**src/rtl/spi_engine_cmd_executor.sv**
```systemverilog
// SPI engine command executor: decodes 16-bit commands and drives sclk/sdo/cs.
// Received sdi words and sync IDs are returned on valid/ready streams.
module spi_engine_cmd_executor #(
  parameter int         DATA_WIDTH      = 8,
  parameter int         NUM_OF_CS       = 1,
  parameter logic [7:0] DEFAULT_CLK_DIV = 8'd0
) (
  input  logic                  clk,
  input  logic                  rstn,
  output logic                  cmd_ready,
  input  logic                  cmd_valid,
  input  logic [15:0]           cmd_data,
  output logic                  sdo_data_ready,
  input  logic                  sdo_data_valid,
  input  logic [DATA_WIDTH-1:0] sdo_data,
  input  logic                  sdi_data_ready,
  output logic                  sdi_data_valid,
  output logic [DATA_WIDTH-1:0] sdi_data,
  input  logic                  sync_ready,
  output logic                  sync_valid,
  output logic [7:0]            sync_data,
  output logic                  sclk,
  output logic                  sdo,
  input  logic                  sdi,
  output logic [NUM_OF_CS-1:0]  cs,
  output logic                  active
);

  localparam int EW = $clog2(2 * DATA_WIDTH);
  localparam logic [EW-1:0] LAST_EDGE = EW'(2 * DATA_WIDTH - 1);

  typedef enum logic [2:0] {
    IDLE, XFER_LOAD, XFER_SHIFT, XFER_STORE, SYNC, SLEEP
  } state_t;

  state_t                state_q, state_d;
  logic                  init_q, init_d;
  logic [NUM_OF_CS-1:0]  cs_q, cs_d;
  logic [7:0]            clk_div_q, clk_div_d;
  logic                  cpol_q, cpol_d, cpha_q, cpha_d;
  logic                  rd_q, rd_d, wr_q, wr_d;
  logic [7:0]            count_q, count_d;
  logic [7:0]            half_q, half_d;
  logic [EW-1:0]         edge_q, edge_d;
  logic [18:0]           sleep_q, sleep_d;
  logic [7:0]            sync_id_q, sync_id_d;
  logic [DATA_WIDTH-1:0] shift_q, shift_d, rx_q, rx_d;
  logic                  sclk_q, sclk_d, sdo_q, sdo_d;

  logic [DATA_WIDTH-1:0] word;
  logic [17:0]           sleep_prod;
  logic                  sample_edge;
  logic                  unused_cmd_bits;

  assign unused_cmd_bits = ^cmd_data[11:10];
  assign sleep_prod  = 18'({1'b0, cmd_data[7:0]} + 9'd1) * 18'({1'b0, clk_div_q} + 9'd1);
  // Leading edge leaves the idle level; cpha selects whether it samples or shifts.
  assign sample_edge = (sclk_q == cpol_q) ^ cpha_q;

  assign cmd_ready      = (state_q == IDLE) && init_q;
  assign sdo_data_ready = (state_q == XFER_LOAD) && wr_q;
  assign sdi_data_valid = (state_q == XFER_STORE);
  assign sdi_data       = rx_q;
  assign sync_valid     = (state_q == SYNC);
  assign sync_data      = sync_id_q;
  assign sclk           = sclk_q;
  assign sdo            = sdo_q;
  assign cs             = cs_q;
  assign active         = (state_q != IDLE);

  always_comb begin
    state_d   = state_q;
    init_d    = 1'b1;
    cs_d      = cs_q;
    clk_div_d = clk_div_q;
    cpol_d    = cpol_q;
    cpha_d    = cpha_q;
    rd_d      = rd_q;
    wr_d      = wr_q;
    count_d   = count_q;
    half_d    = half_q;
    edge_d    = edge_q;
    sleep_d   = sleep_q;
    sync_id_d = sync_id_q;
    shift_d   = shift_q;
    rx_d      = rx_q;
    sdo_d     = sdo_q;
    sclk_d    = (state_q == XFER_SHIFT) ? sclk_q : cpol_q;
    word      = '0;

    case (state_q)
      IDLE: begin
        if (cmd_ready && cmd_valid) begin
          case (cmd_data[15:12])
            4'h0: begin
              rd_d    = cmd_data[9];
              wr_d    = cmd_data[8];
              count_d = cmd_data[7:0];
              state_d = XFER_LOAD;
            end
            4'h1: cs_d = cmd_data[NUM_OF_CS-1:0];
            4'h2: begin
              if (cmd_data[9:8] == 2'd0) begin
                clk_div_d = cmd_data[7:0];
              end else if (cmd_data[9:8] == 2'd1) begin
                cpha_d = cmd_data[0];
                cpol_d = cmd_data[1];
              end
            end
            4'h3: begin
              sync_id_d = cmd_data[7:0];
              state_d   = SYNC;
            end
            4'h4: begin
              sleep_d = {sleep_prod, 1'b0} - 19'd1;
              state_d = SLEEP;
            end
            default: ;
          endcase
        end
      end

      XFER_LOAD: begin
        if (!wr_q || sdo_data_valid) begin
          word = wr_q ? sdo_data : '0;
          // With cpha=0 the first bit must sit on sdo before the leading edge.
          if (cpha_q) begin
            shift_d = word;
          end else begin
            sdo_d   = word[DATA_WIDTH-1];
            shift_d = word << 1;
          end
          half_d  = clk_div_q;
          edge_d  = LAST_EDGE;
          state_d = XFER_SHIFT;
        end
      end

      XFER_SHIFT: begin
        if (half_q == 8'd0) begin
          half_d = clk_div_q;
          sclk_d = ~sclk_q;
          if (sample_edge) begin
            rx_d = DATA_WIDTH'({rx_q, sdi});
          end else begin
            sdo_d   = shift_q[DATA_WIDTH-1];
            shift_d = shift_q << 1;
          end
          if (edge_q == '0) begin
            if (rd_q) begin
              state_d = XFER_STORE;
            end else if (count_q == 8'd0) begin
              state_d = IDLE;
            end else begin
              count_d = count_q - 1'b1;
              state_d = XFER_LOAD;
            end
          end else begin
            edge_d = edge_q - 1'b1;
          end
        end else begin
          half_d = half_q - 1'b1;
        end
      end

      XFER_STORE: begin
        if (sdi_data_ready) begin
          if (count_q == 8'd0) begin
            state_d = IDLE;
          end else begin
            count_d = count_q - 1'b1;
            state_d = XFER_LOAD;
          end
        end
      end

      SYNC: if (sync_ready) state_d = IDLE;

      SLEEP: begin
        if (sleep_q == 19'd0) state_d = IDLE;
        else                  sleep_d = sleep_q - 1'b1;
      end

      default: state_d = IDLE;
    endcase
  end

  always_ff @(posedge clk) begin
    if (!rstn) begin
      state_q   <= IDLE;
      init_q    <= 1'b0;
      cs_q      <= '1;
      clk_div_q <= DEFAULT_CLK_DIV;
      cpol_q    <= 1'b0;
      cpha_q    <= 1'b0;
      rd_q      <= 1'b0;
      wr_q      <= 1'b0;
      count_q   <= '0;
      half_q    <= '0;
      edge_q    <= '0;
      sleep_q   <= '0;
      sync_id_q <= '0;
      shift_q   <= '0;
      rx_q      <= '0;
      sclk_q    <= 1'b0;
      sdo_q     <= 1'b0;
    end else begin
      state_q   <= state_d;
      init_q    <= init_d;
      cs_q      <= cs_d;
      clk_div_q <= clk_div_d;
      cpol_q    <= cpol_d;
      cpha_q    <= cpha_d;
      rd_q      <= rd_d;
      wr_q      <= wr_d;
      count_q   <= count_d;
      half_q    <= half_d;
      edge_q    <= edge_d;
      sleep_q   <= sleep_d;
      sync_id_q <= sync_id_d;
      shift_q   <= shift_d;
      rx_q      <= rx_d;
      sclk_q    <= sclk_d;
      sdo_q     <= sdo_d;
    end
  end

endmodule

```
**config.mk**
```make
export PLATFORM = sky130hd
export DESIGN_NAME = spi_engine_cmd_executor
export DESIGN_NICKNAME = d
export VERILOG_FILES = /design/src/rtl/spi_engine_cmd_executor.sv
export SDC_FILE = /design/constraint.sdc
export NUM_CORES = 1
export LEC_CHECK = 0
export BUFFER_PORTS_ARGS = -buffer_cell sky130_fd_sc_hd__clkbuf_2
export CORE_ASPECT_RATIO = 1.1
export CORE_MARGIN = 10
export CORE_UTILIZATION = 50
export DETAILED_ROUTE_END_ITERATION = 8
export PLACE_DENSITY_LB_ADDON = 0.25
export SLEW_MARGIN = 15
export SYNTH_ARGS = -nofsm -noshare
export SYNTH_HDL_FRONTEND = slang
export SYNTH_SLANG_ARGS = --single-unit
```
**constraint.sdc**
```tcl
create_clock -name clk -period 7.7 [get_ports clk]
set_clock_uncertainty 0.1 [all_clocks]
set_input_delay 0.385 -clock clk [delete_from_list [all_inputs] [get_ports clk]]
set_output_delay 0.385 -clock clk [all_outputs]
set_load 0.05 [all_outputs]
```
==> reports/qor_table.md, run 1 <==
| Result | Reported | Unit |
| --- | --- | --- |
| Count of clock tree sinks | 82 | - |
| Maximum clock path buffer count | 2 | - |
| Num rows | 46 | - |
| Worst slew margin relative to its limit | 25.46 | % |
| Total congestion overflow after global routing | 0 | - |
| Relative contribution of the clock network to total power | 44.6 | % |
| Net Sw Frac | 27.18 | % |
| Number of design-rule violations left by the first detailed-router iteration | 458 | - |
| Seq pwr share | 43.1 | % |
| Total net switching power | 0.0002758 | W |
| Quantity of gates resized following cts | 0 | - |
| Fill count | 1396 | - |
| EDFF count, synth | 0 | - |
| Post-detail-place hpwl | 13590 | um |
| Setup repair after global routing missed its margin | no | - |
| Layout overhead on the synthesized area | 9.872 | % |
| Leakage | 3.619 | nW |
| Critical path launch point type | register | - |
| Combinational cell fraction of total power | 12.2 | % |
| Max Slew Vio Count | 0 | - |
| Ys async rst share | 0 | % |
| Placeable core region | 0.01456 | mm2 |
| Internal | 0.0007390 | W |
| Maximum number of pins on one net before global-route repair | 39 | - |
| Sequential element share of the synthesized area | 21.84 | % |
| Number of cell instances on the worst register-to-register path | 20 | - |
| Startpoint of the most critical setup path | clk_div_q[0] | - |
| Worst hold path stage count | 3 | - |
| Netlist area before placement | 0.007516 | mm2 |
| Htree depth | 3 | - |
| Clock root cell | sky130_fd_sc_hd__clkbuf_16 | - |
| Primary FF master, synth | sky130_fd_sc_hd__dfxtp_1 | - |
| Start-to-end type of the worst setup path | register to register | - |
| Number of different library cells in the post-synthesis netlist | 70 | - |
| Vert. Die Dim | 148.6 | um |
| Area occupied by registers | 0.001642 | mm2 |
| Count of state elements after synthesis | 82 | - |
| Final layout net count | 1115 | - |
| Number of standard cells after synthesis | 950 | - |
| Per-cell routed wire length | 15.14 | um |
| Die X-Extent | 136.9 | um |
| Worst supply voltage drop on vdd | 97.51 | uV |
| Post-CTS setup-driven buffer insertion count | 0 | - |
| Antenna Cells | 0 | - |
| Setup crit end kind | register | - |
| Residual DRC | 0 | - |
| Number of port buffers | 52 | - |
| Count of maximum capacitance violations | 0 | - |
| Pre-CTS setup slack | 0.8291 | ns |
| Number of hold-repair buffers added at the cts stage | 0 | - |
| Die area | 0.02034 | mm2 |
| WP data arrival | 6.92 | ns |
| Pin slew with the least headroom to its limit | 1.112 | ns |
| Vias after detailed routing | 6695 | - |
| Multi-input combinational cell area | 0.005381 | mm2 |
| Total setup violations reported at the end of the flow | 0 | - |
| Final antenna-violating net count | 0 | - |
| Minimum period implied by the final worst setup slack | 6.737 | ns |
| Final hold vios | 0 | - |
| CP Data Required Time | 7.89 | ns |
| Number of global-route vias before repair | 6368 | - |
| CP max FO | 15 | - |
| Average via count per standard cell | 5.650 | - |
| Routability-driven placement congestion ratio | 0.8425 | - |
| Setup TNS | 0 | ns |
| Hold path start | sdi | - |
| Final setup slack of the worst path | 0.9631 | ns |
| Reg clk slew, reported paths | 0.07 | ns |
| Final Routed Wirelength | 17950 | um |
| Initial standard-cell utilization of the core | 51.62 | % |
| Initial DRT Pass Iterations | 6 | - |
| Placed Area | 0.007948 | mm2 |
| Cell area power density | 122.9 | mW/mm2 |
| Most frequent cells in the layout | 152 x sky130_fd_sc_hd__nor2_1, 92 x sky130_fd_sc_hd__inv_1, 82 x sky130_fd_sc_hd__dfxtp_1 | - |
| Number of buffers inserted during clock tree synthesis | 9 | - |
| Final design area excluding fillers | 0.008258 | mm2 |
| Most common cell after layout, fill and taps aside | sky130_fd_sc_hd__nor2_1 | - |
| Status | finished, final reports clean | - |
| Yosys warns | 0 | - |
| Wire length of the first global-routing pass | 30500 | um |
| Net Count, Synth | 1077 | - |
| Worst flop-to-flop path startpoint | clk_div_q[0] | - |
| Mean Syn Cell Area | 7.912 | um2 |
| Final clock period utilization by the worst path | 87.49 | % |
| Number of antenna violations at the first check in global routing | 0 | - |
| GR Util All Layers | 17.83 | % |
| Max Freq | 0.1484 | GHz |
| Clk Latency, worst-skew pair | 0.35 | ns |
| Share of layout cells above drive strength 1 | 11.18 | % |
| CTS tree | yes | - |
| Worst hold path type | input port to register | - |
| Number of top-level pins | 55 | - |
## logic make-up after synthesis
family                   after synthesis  share of synthesized area, %
AO/OA/AOI/OAI                        184                         16.18
XOR/XNOR                              39                         4.545
adder cells (fa/ha/maj)               96                         20.98
buffers and inverters                128                         6.626
flip-flops                            82                         21.84
multiplexers                          39                         5.211
AND/OR/NAND/NOR                      382                         24.62
## path summary, 6_finish.rpt
path                  to  slack (ns)
max          sleep_q[17]        0.96
min          sdi_data[0]        0.18
max reg2reg  sleep_q[17]        0.96
min reg2reg    half_q[7]        0.38
## critical path, cell delays in order (launching register included)
cell and delay (ns):
sky130_fd_sc_hd__dfxtp_1 0.63, sky130_fd_sc_hd__ha_1 0.28, sky130_fd_sc_hd__nand3_1 0.12, sky130_fd_sc_hd__nor2_1 0.22, sky130_fd_sc_hd__xnor2_1 0.36, sky130_fd_sc_hd__nand2b_1 0.21
sky130_fd_sc_hd__fa_1 0.45, sky130_fd_sc_hd__fa_1 0.55, sky130_fd_sc_hd__inv_1 0.06, sky130_fd_sc_hd__fa_1 0.53, sky130_fd_sc_hd__inv_1 0.05, sky130_fd_sc_hd__fa_1 0.52
sky130_fd_sc_hd__inv_1 0.04, sky130_fd_sc_hd__ha_1 0.35, sky130_fd_sc_hd__a21o_1 0.23, sky130_fd_sc_hd__a221oi_4 0.45, sky130_fd_sc_hd__o31ai_1 0.13, sky130_fd_sc_hd__a311oi_1 0.43
sky130_fd_sc_hd__nand4_1 0.30, sky130_fd_sc_hd__or4_1 0.57, sky130_fd_sc_hd__nand3_1 0.10
## registers in the layout (all words and copies together), names as in the netlist
| signal | count |
|---|---|
| shift_q | 8 |
| sclk | 1 |
| rd_q | 1 |
| state_q | 3 |
| clk_div_q | 8 |
| edge_q | 4 |
| sdo | 1 |
| half_q | 8 |
| cpha_q | 1 |
| cs | 1 |
| count_q | 8 |
| init_q | 1 |
| sdi_data | 8 |
| sync_data | 8 |
| cpol_q | 1 |
| sleep_q | 19 |
| wr_q | 1 |
## power groups by stage
stage | registers (W) | clock network (W) | logic (W)
2_1_floorplan | 0.000446 | 0 | 0.0000871
3_3_place_gp | 0.000447 | 0 | 0.000122
3_5_place_dp | 0.000447 | 0 | 0.000123
4_1_cts | 0.000438 | 0.000460 | 0.000124
5_1_grt | 0.000439 | 0.000473 | 0.000139
6_report | 0.000438 | 0.000453 | 0.000124
## metrics by stage
step	util, %	total power (W)	hold WS, ns	cells
2_1_floorplan	-	0.0005333	0.3127	950
3_3_place_gp	54.58	0.0005691	0.3692	1169
3_5_place_dp	54.58	0.0005704	0.3754	1169
4_1_cts	56.71	0.001021	0.1720	1185
5_1_grt	56.71	0.001051	0.2242	1185
6_report	56.71	0.001015	0.1803	1185
## final cells by class
cell class | instances | area share, %
timing repair buffer | 62 | 4.061
multi-input combinational | 740 | 65.17
clock buffer | 10 | 2.894
clock inverter | 6 | 0.8636
sequential | 82 | 19.88
tap | 192 | 2.909
inverter | 93 | 4.227
## per-layer routing
metal	share of wire, %	GRT usage (%)	routed length (um)
met3	4.2	3.100	758
met5	0	0	0
met1	48	24.33	8613
met2	46	27.86	8242
met4	1.8	5.749	331
## Yosys cell counts (all sizes together), types with 2 or more instances
cell | n | area share [%]
dfxtp | 82 | 22
nor2b | 7 | 0.58
a311oi | 3 | 0.35
or3 | 6 | 0.57
nor4 | 13 | 1.2
a221oi | 10 | 1.5
a31oi | 5 | 0.42
xnor2 | 20 | 2.3
nand4 | 6 | 0.50
nor2 | 152 | 7.6
clkbuf | 29 | 1.4
a211oi | 11 | 1.1
nor3b | 9 | 0.97
nand3 | 32 | 2.1
and3 | 8 | 0.67
o31a | 2 | 0.23
a22oi | 6 | 0.60
or2 | 16 | 1.3
o22ai | 5 | 0.42
nand2b | 20 | 1.7
and2 | 7 | 0.58
a211o | 2 | 0.23
o211ai | 9 | 0.90
nand2 | 57 | 2.9
nand3b | 4 | 0.40
fa | 50 | 13
buf | 6 | 0.53
ha | 46 | 7.7
a21o | 7 | 0.70
o41ai | 2 | 0.48
o21a | 4 | 0.40
or4 | 4 | 0.45
mux2i | 38 | 5.1
or3b | 2 | 0.23
o31ai | 6 | 0.60
inv | 93 | 4.6
nor3 | 34 | 2.3
a21oi | 55 | 3.7
o21ai | 44 | 2.9
o221a | 3 | 0.45
a32oi | 2 | 0.23
xor2 | 19 | 2.2
(Power assumes the default switching activity.)
==> inputs of run 2 (changes only) <==
- CELL_PAD_IN_SITES_DETAIL_PLACEMENT: unset -> 0
- CELL_PAD_IN_SITES_GLOBAL_PLACEMENT: unset -> 1
- CORE_UTILIZATION: 50 -> 46
- REMOVE_ABC_BUFFERS: unset -> 1
==> run 2 against run 1 <==
Clock power shrank 3%; via count down 2.3%; utilization decreased by 4.8 points; register-to-register slack about the same; count of clock-buffer cells in the layout is 1 lower; sequential power hardly changed; routed wire length increased by 0.33%; setup slack better by 0.0022 ns; first-iteration DRC count decreased by 31%; critical path type unchanged; critical endpoint unchanged; largest power group unchanged.
==> reports/qor_table.md, run 2 (same netlist as run 1, synthesis figures left out) <==
| Result | Reported | Unit |
| --- | --- | --- |
| Status | finished, final reports clean | - |
| Max Freq | 0.1485 | GHz |
| Layout overhead on the synthesized area | 9.456 | % |
| Post-CTS setup-driven buffer insertion count | 0 | - |
| Setup repair after global routing missed its margin | no | - |
| Most frequent cells in the layout | 152 x sky130_fd_sc_hd__nor2_1, 92 x sky130_fd_sc_hd__inv_1, 82 x sky130_fd_sc_hd__dfxtp_1 | - |
| CTS tree | yes | - |
| Vias after detailed routing | 6539 | - |
| Start-to-end type of the worst setup path | register to register | - |
| Number of top-level pins | 55 | - |
| Leakage | 3.599 | nW |
| Die X-Extent | 141.9 | um |
| Cell area power density | 121.8 | mW/mm2 |
| Minimum period implied by the final worst setup slack | 6.735 | ns |
| Most common cell after layout, fill and taps aside | sky130_fd_sc_hd__nor2_1 | - |
| Max Slew Vio Count | 0 | - |
| Setup TNS | 0 | ns |
| Final antenna-violating net count | 0 | - |
| WP data arrival | 6.92 | ns |
| GR Util All Layers | 16.53 | % |
| Worst slew margin relative to its limit | 30.62 | % |
| Final layout net count | 1111 | - |
| Number of buffers inserted during clock tree synthesis | 9 | - |
| Worst hold path stage count | 3 | - |
| Clock root cell | sky130_fd_sc_hd__clkbuf_16 | - |
| Max reg flops | 19 | - |
| Antenna Cells | 0 | - |
| Total congestion overflow after global routing | 0 | - |
| Number of cell instances on the worst register-to-register path | 20 | - |
| Worst supply voltage drop on vdd | 89.94 | uV |
| Cell with the biggest individual delay on the critical path | sky130_fd_sc_hd__dfxtp_1 | - |
| Average via count per standard cell | 5.500 | - |
| Maximum single-stage delay on the critical path | 0.61 | ns |
| Routability-driven placement congestion ratio | 0.8267 | - |
| Num rows | 48 | - |
| Number of placed cells counting well taps | 1173 | - |
| Number of cells in the finished layout apart from fillers | 1189 | - |
| Register with the most flip-flops | sleep_q | - |
| Maximum clock path buffer count | 2 | - |
| Number of design-rule violations left by the first detailed-router iteration | 314 | - |
| Kind of cell adding the most delay to the critical path | adder cells | - |
| CP most frequent cell | sky130_fd_sc_hd__fa_1 | - |
| Total setup violations reported at the end of the flow | 0 | - |
| Htree depth | 3 | - |
| Placeable core region | 0.01586 | mm2 |
| Post-detail-place hpwl | 14010 | um |
| Initial standard-cell utilization of the core | 47.40 | % |
| Number of port buffers | 52 | - |
| Initial DRT Pass Iterations | 5 | - |
| Quantity of gates resized following cts | 0 | - |
| Pin slew with the least headroom to its limit | 1.035 | ns |
| Cells traversed along the worst timing path | ha_1, nand3_1, nor2_1, xnor2_1, nand2b_1, fa_1, fa_1, inv_1, fa_1, inv_1, fa_1, inv_1, ha_1, a21o_1, a221oi_4, o31ai_1, a311oi_1, nand4_1, or4_1, nand3_1 | - |
| Final Hold Slack | 0.1670 | ns |
| CP Data Required Time | 7.88 | ns |
| Share of layout cells above drive strength 1 | 10.82 | % |
| Final hold vios | 0 | - |
| Vert. Die Dim | 154.1 | um |
| Per-cell routed wire length | 15.14 | um |
| Final Routed Wirelength | 18010 | um |
| Critical path launch point type | register | - |
| Number of antenna violations at the first check in global routing | 0 | - |
| Count of cell instances traversed by the critical path | 20 | - |
| Count of clock tree sinks | 82 | - |
| Clk Latency, worst-skew pair | 0.35 | ns |
| Setup crit end kind | register | - |
| Residual DRC | 0 | - |
| Critical path buffers and inverters | 3 | - |
| Worst hold path type | input port to register | - |
| CP max FO | 15 | - |
| Reg clk slew, reported paths | 0.07 | ns |
| Wire length of the first global-routing pass | 30680 | um |
| Number of global-route vias before repair | 6324 | - |
| Count of maximum capacitance violations | 0 | - |
| Final clock period utilization by the worst path | 87.46 | % |
| Maximum number of pins on one net before global-route repair | 55 | - |
| Number of hold-repair buffers added at the cts stage | 0 | - |
| Die area | 0.02186 | mm2 |
-- run 2: power by group --
group | switching, W | internal, W | total, W
registers | 0.00000659 | 0.000431 | 0.000438
clock network | 0.000209 | 0.000232 | 0.000441
logic | 0.0000806 | 0.0000427 | 0.000123
-- run 2: path summary, 6_finish.rpt --
kind | startpoint | endpoint | slack [ns]
hold / removal | sdi | sdi_data[0] | 0.17
setup / recovery | clk_div_q[0] | sleep_q[17] | 0.97
setup reg to reg | clk_div_q[0] | sleep_q[17] | 0.97
hold reg to reg | sleep_q[1] | sleep_q[1] | 0.39
-- run 2: final cells by class --
| type | count | area [um2] |
|---|---|---|
| Inverter | 93 | 349.1 |
| Sequential cell | 82 | 1642 |
| Fill cell | 1617 | 7629 |
| Multi-Input combinational cell | 740 | 5381 |
| Clock inverter | 7 | 73.82 |
| Clock buffer | 9 | 225.2 |
| Timing Repair Buffer | 58 | 305.3 |
| Tap cell | 200 | 250.2 |
-- run 2: worst register-to-register path, stage by stage (launching register included) --
cell and delay [ns]:
sky130_fd_sc_hd__dfxtp_1 0.61, sky130_fd_sc_hd__ha_1 0.27, sky130_fd_sc_hd__nand3_1 0.12, sky130_fd_sc_hd__nor2_1 0.22, sky130_fd_sc_hd__xnor2_1 0.39, sky130_fd_sc_hd__nand2b_1 0.21
sky130_fd_sc_hd__fa_1 0.45, sky130_fd_sc_hd__fa_1 0.57, sky130_fd_sc_hd__inv_1 0.07, sky130_fd_sc_hd__fa_1 0.53, sky130_fd_sc_hd__inv_1 0.05, sky130_fd_sc_hd__fa_1 0.53
sky130_fd_sc_hd__inv_1 0.04, sky130_fd_sc_hd__ha_1 0.36, sky130_fd_sc_hd__a21o_1 0.24, sky130_fd_sc_hd__a221oi_4 0.44, sky130_fd_sc_hd__o31ai_1 0.13, sky130_fd_sc_hd__a311oi_1 0.41
sky130_fd_sc_hd__nand4_1 0.29, sky130_fd_sc_hd__or4_1 0.57, sky130_fd_sc_hd__nand3_1 0.09
-- run 2: metrics by stage --
step / area (um2) / total power [W] / setup WS [ns] / util, %
final: 8227 / 0.001002 / 0.9653 / 51.89
after global routing: 8227 / 0.001046 / 0.4766 / 51.89
after CTS: 8227 / 0.001013 / 0.9449 / 51.89
after detailed placement: 7928 / 0.0005713 / 0.7167 / 50.00
after global placement: 7928 / 0.0005712 / 0.8324 / 50.00
after floorplan: 7367 / 0.0005284 / 1.735 / -
-- run 2: routing by layer --
| metal | track usage [%] | up-vias | wire (um) |
|---|---|---|---|
| li1 | - | 3343 | - |
| met1 | 22.50 | 3102 | 8740 |
| met2 | 26.98 | 87 | 8573 |
| met3 | 2.588 | 7 | 576 |
| met4 | 3.312 | 0 | 114 |
| met5 | 0 | - | 0 |
==> inputs of run 3 (changes only) <==
- CELL_PAD_IN_SITES_DETAIL_PLACEMENT: 0 -> unset
- CELL_PAD_IN_SITES_GLOBAL_PLACEMENT: 1 -> unset
- CORE_UTILIZATION: 46 -> 50
==> run 3 against run 2 <==
Non-clock buffer count unchanged; total power decreased by 0.80%; via count rose by 0.81%; routed wire length down 1.3%; critical path depth unchanged; largest power group is now sequential cells; critical endpoint unchanged; sequential cell count unchanged; sequential power about the same; highest routed layer unchanged; combinational power about the same; global-route usage up 1.2 points; design area is 0.15% lower; register-to-register slack worse by 0.05 ns.
==> reports/qor_table.md, run 3 (same netlist as run 1, synthesis figures left out) <==
| Result | Reported | Unit |
| --- | --- | --- |
| Max Slew Vio Count | 0 | - |
| Number of cell instances on the worst register-to-register path | 20 | - |
| Count of maximum capacitance violations | 0 | - |
| Count of clock tree sinks | 82 | - |
| Destination of the worst register-to-register timing path | sleep_q[17] | - |
| Antenna Cells | 0 | - |
| Start-to-end type of the worst setup path | register to register | - |
| Vert. Die Dim | 148.6 | um |
| Initial DRT Pass Iterations | 5 | - |
| Final setup slack of the worst path | 0.9171 | ns |
| Final clock period utilization by the worst path | 88.09 | % |
| Number of antenna violations at the first check in global routing | 0 | - |
| Setup crit end kind | register | - |
| CP Data Required Time | 7.90 | ns |
| Total congestion overflow after global routing | 0 | - |
| Number of buffers inserted during clock tree synthesis | 9 | - |
| Num rows | 46 | - |
| Max Freq | 0.1474 | GHz |
| Placed Area | 0.007918 | mm2 |
| Initial standard-cell utilization of the core | 51.62 | % |
| Most frequent cells in the layout | 152 x sky130_fd_sc_hd__nor2_1, 92 x sky130_fd_sc_hd__inv_1, 82 x sky130_fd_sc_hd__dfxtp_1 | - |
| GR Util All Layers | 17.75 | % |
| Final antenna-violating net count | 0 | - |
| Share of layout cells above drive strength 1 | 10.82 | % |
| Number of top-level pins | 55 | - |
| Quantity of gates resized following cts | 0 | - |
| Layout overhead on the synthesized area | 9.289 | % |
| Critical path launch point type | register | - |
| Vias after detailed routing | 6592 | - |
| CTS tree | yes | - |
| Setup slack of the most critical reg-to-reg path | 0.92 | ns |
| Number of global-route vias before repair | 6331 | - |
| Clock root cell | sky130_fd_sc_hd__clkbuf_16 | - |
| Status | finished, final reports clean | - |
| Residual DRC | 0 | - |
| Htree depth | 3 | - |
| Worst slew margin relative to its limit | 35.16 | % |
| Leakage | 3.596 | nW |
| Core utilization of the finished layout | 56.41 | % |
| WP data arrival | 6.98 | ns |
| Final design area excluding fillers | 0.008214 | mm2 |
| Most common cell after layout, fill and taps aside | sky130_fd_sc_hd__nor2_1 | - |
| Final layout net count | 1111 | - |
| Worst supply voltage drop on vdd | 116.6 | uV |
| Maximum clock path buffer count | 2 | - |
| Cell area power density | 121.0 | mW/mm2 |
| Setup TNS | 0 | ns |
| Startpoint of the most critical setup path | clk_div_q[0] | - |
| Placeable core region | 0.01456 | mm2 |
| Reg clk slew, reported paths | 0.07 | ns |
| Final Routed Wirelength | 17780 | um |
| Worst hold path type | input port to register | - |
| Average via count per standard cell | 5.582 | - |
| Number of hold-repair buffers added at the cts stage | 0 | - |
| Routability-driven placement congestion ratio | 0.8303 | - |
| Worst flop-to-flop path startpoint | clk_div_q[0] | - |
| Max reg flops | 19 | - |
| Minimum period implied by the final worst setup slack | 6.783 | ns |
| Post-CTS setup-driven buffer insertion count | 0 | - |
| Maximum number of pins on one net before global-route repair | 59 | - |
| Clk Latency, worst-skew pair | 0.36 | ns |
| Wire length of the first global-routing pass | 30070 | um |
| Number of port buffers | 52 | - |
| Die X-Extent | 136.9 | um |
| Final hold vios | 0 | - |
| CP max FO | 15 | - |
| Number of design-rule violations left by the first detailed-router iteration | 411 | - |
| Post-detail-place hpwl | 13590 | um |
| Setup repair after global routing missed its margin | no | - |
| Total setup violations reported at the end of the flow | 0 | - |
| Register with the most flip-flops | sleep_q | - |
| Per-cell routed wire length | 15.05 | um |
| Die area | 0.02034 | mm2 |
| Capture point of the worst path | sleep_q[17] | - |
| Pre-CTS setup slack | 0.7833 | ns |
| Pin slew with the least headroom to its limit | 0.9638 | ns |
-- run 3: changes by cell type in the layout (fill, tap and decap cells not counted), sizes merged --
cell    change
clkinv      +1
inv         -2
clkbuf      +1
-- run 3: worst min path at each step --
| stage | from | endpoint | slack (ns) | cells past startpoint |
|---|---|---|---|---|
| 2_1_floorplan | rstn | init_q | 0.31 | 0 |
| 3_3_place_gp | shift_q[0] | shift_q[0] | 0.37 | 2 |
| 3_5_place_dp | count_q[3] | count_q[3] | 0.38 | 2 |
| 4_1_cts | sdi | sdi_data[0] | 0.14 | 3 |
| 5_1_grt | sdi | sdi_data[0] | 0.20 | 3 |
| 6_report | sdi | sdi_data[0] | 0.16 | 3 |
-- run 3: report_power, final --
group	switching [W]	total, W	internal, W	leakage [nW]
combinational	0.0000810	0.000124	0.0000431	2.79
clock	0.000197	0.000432	0.000235	0.147
sequential	0.00000659	0.000438	0.000431	0.662
total	0.000284	0.000994	0.000709	3.60
-- run 3: cell type report --
class / instances / area [um2]
multi-input combinational: 740 / 5381
clock buffer: 10 / 239.0
clock inverter: 6 / 57.56
timing repair buffer: 58 / 305.3
fill: 1364 / 6347
sequential: 82 / 1642
tap: 192 / 240.2
inverter: 93 / 349.1
-- run 3: worst max-delay path: stages, from the launching register on --
cell	delay, ns
sky130_fd_sc_hd__dfxtp_1	0.45
sky130_fd_sc_hd__ha_1	0.30
sky130_fd_sc_hd__nand3_1	0.12
sky130_fd_sc_hd__nor2_1	0.09
sky130_fd_sc_hd__xnor2_1	0.69
sky130_fd_sc_hd__nand2b_1	0.22
sky130_fd_sc_hd__fa_1	0.45
sky130_fd_sc_hd__fa_1	0.55
sky130_fd_sc_hd__inv_1	0.06
sky130_fd_sc_hd__fa_1	0.53
sky130_fd_sc_hd__inv_1	0.06
sky130_fd_sc_hd__fa_1	0.53
sky130_fd_sc_hd__inv_1	0.04
sky130_fd_sc_hd__ha_1	0.36
sky130_fd_sc_hd__a21o_1	0.24
sky130_fd_sc_hd__a221oi_4	0.47
sky130_fd_sc_hd__o31ai_1	0.14
sky130_fd_sc_hd__a311oi_1	0.37
sky130_fd_sc_hd__nand4_1	0.31
sky130_fd_sc_hd__or4_1	0.57
sky130_fd_sc_hd__nand3_1	0.09
-- run 3: stage by stage --
stage,std cells,total power (W),hold slack (ns)
after floorplan,915,0.0005284,0.3127
after global placement,1165,0.0005687,0.3684
after detailed placement,1165,0.0005700,0.3798
after CTS,1181,0.001003,0.1442
after global routing,1181,0.001033,0.2009
final,1181,0.0009937,0.1554
-- run 3: layer usage --
layer  share of wire (%)  vias to the layer above  GRT usage (%)
met5                   0                        -              0
met4                 1.3                        0          4.694
met3                 3.9                       17          3.133
met2                  48                      123          29.04
met1                  47                     3107          23.50
li1                    -                     3345              -
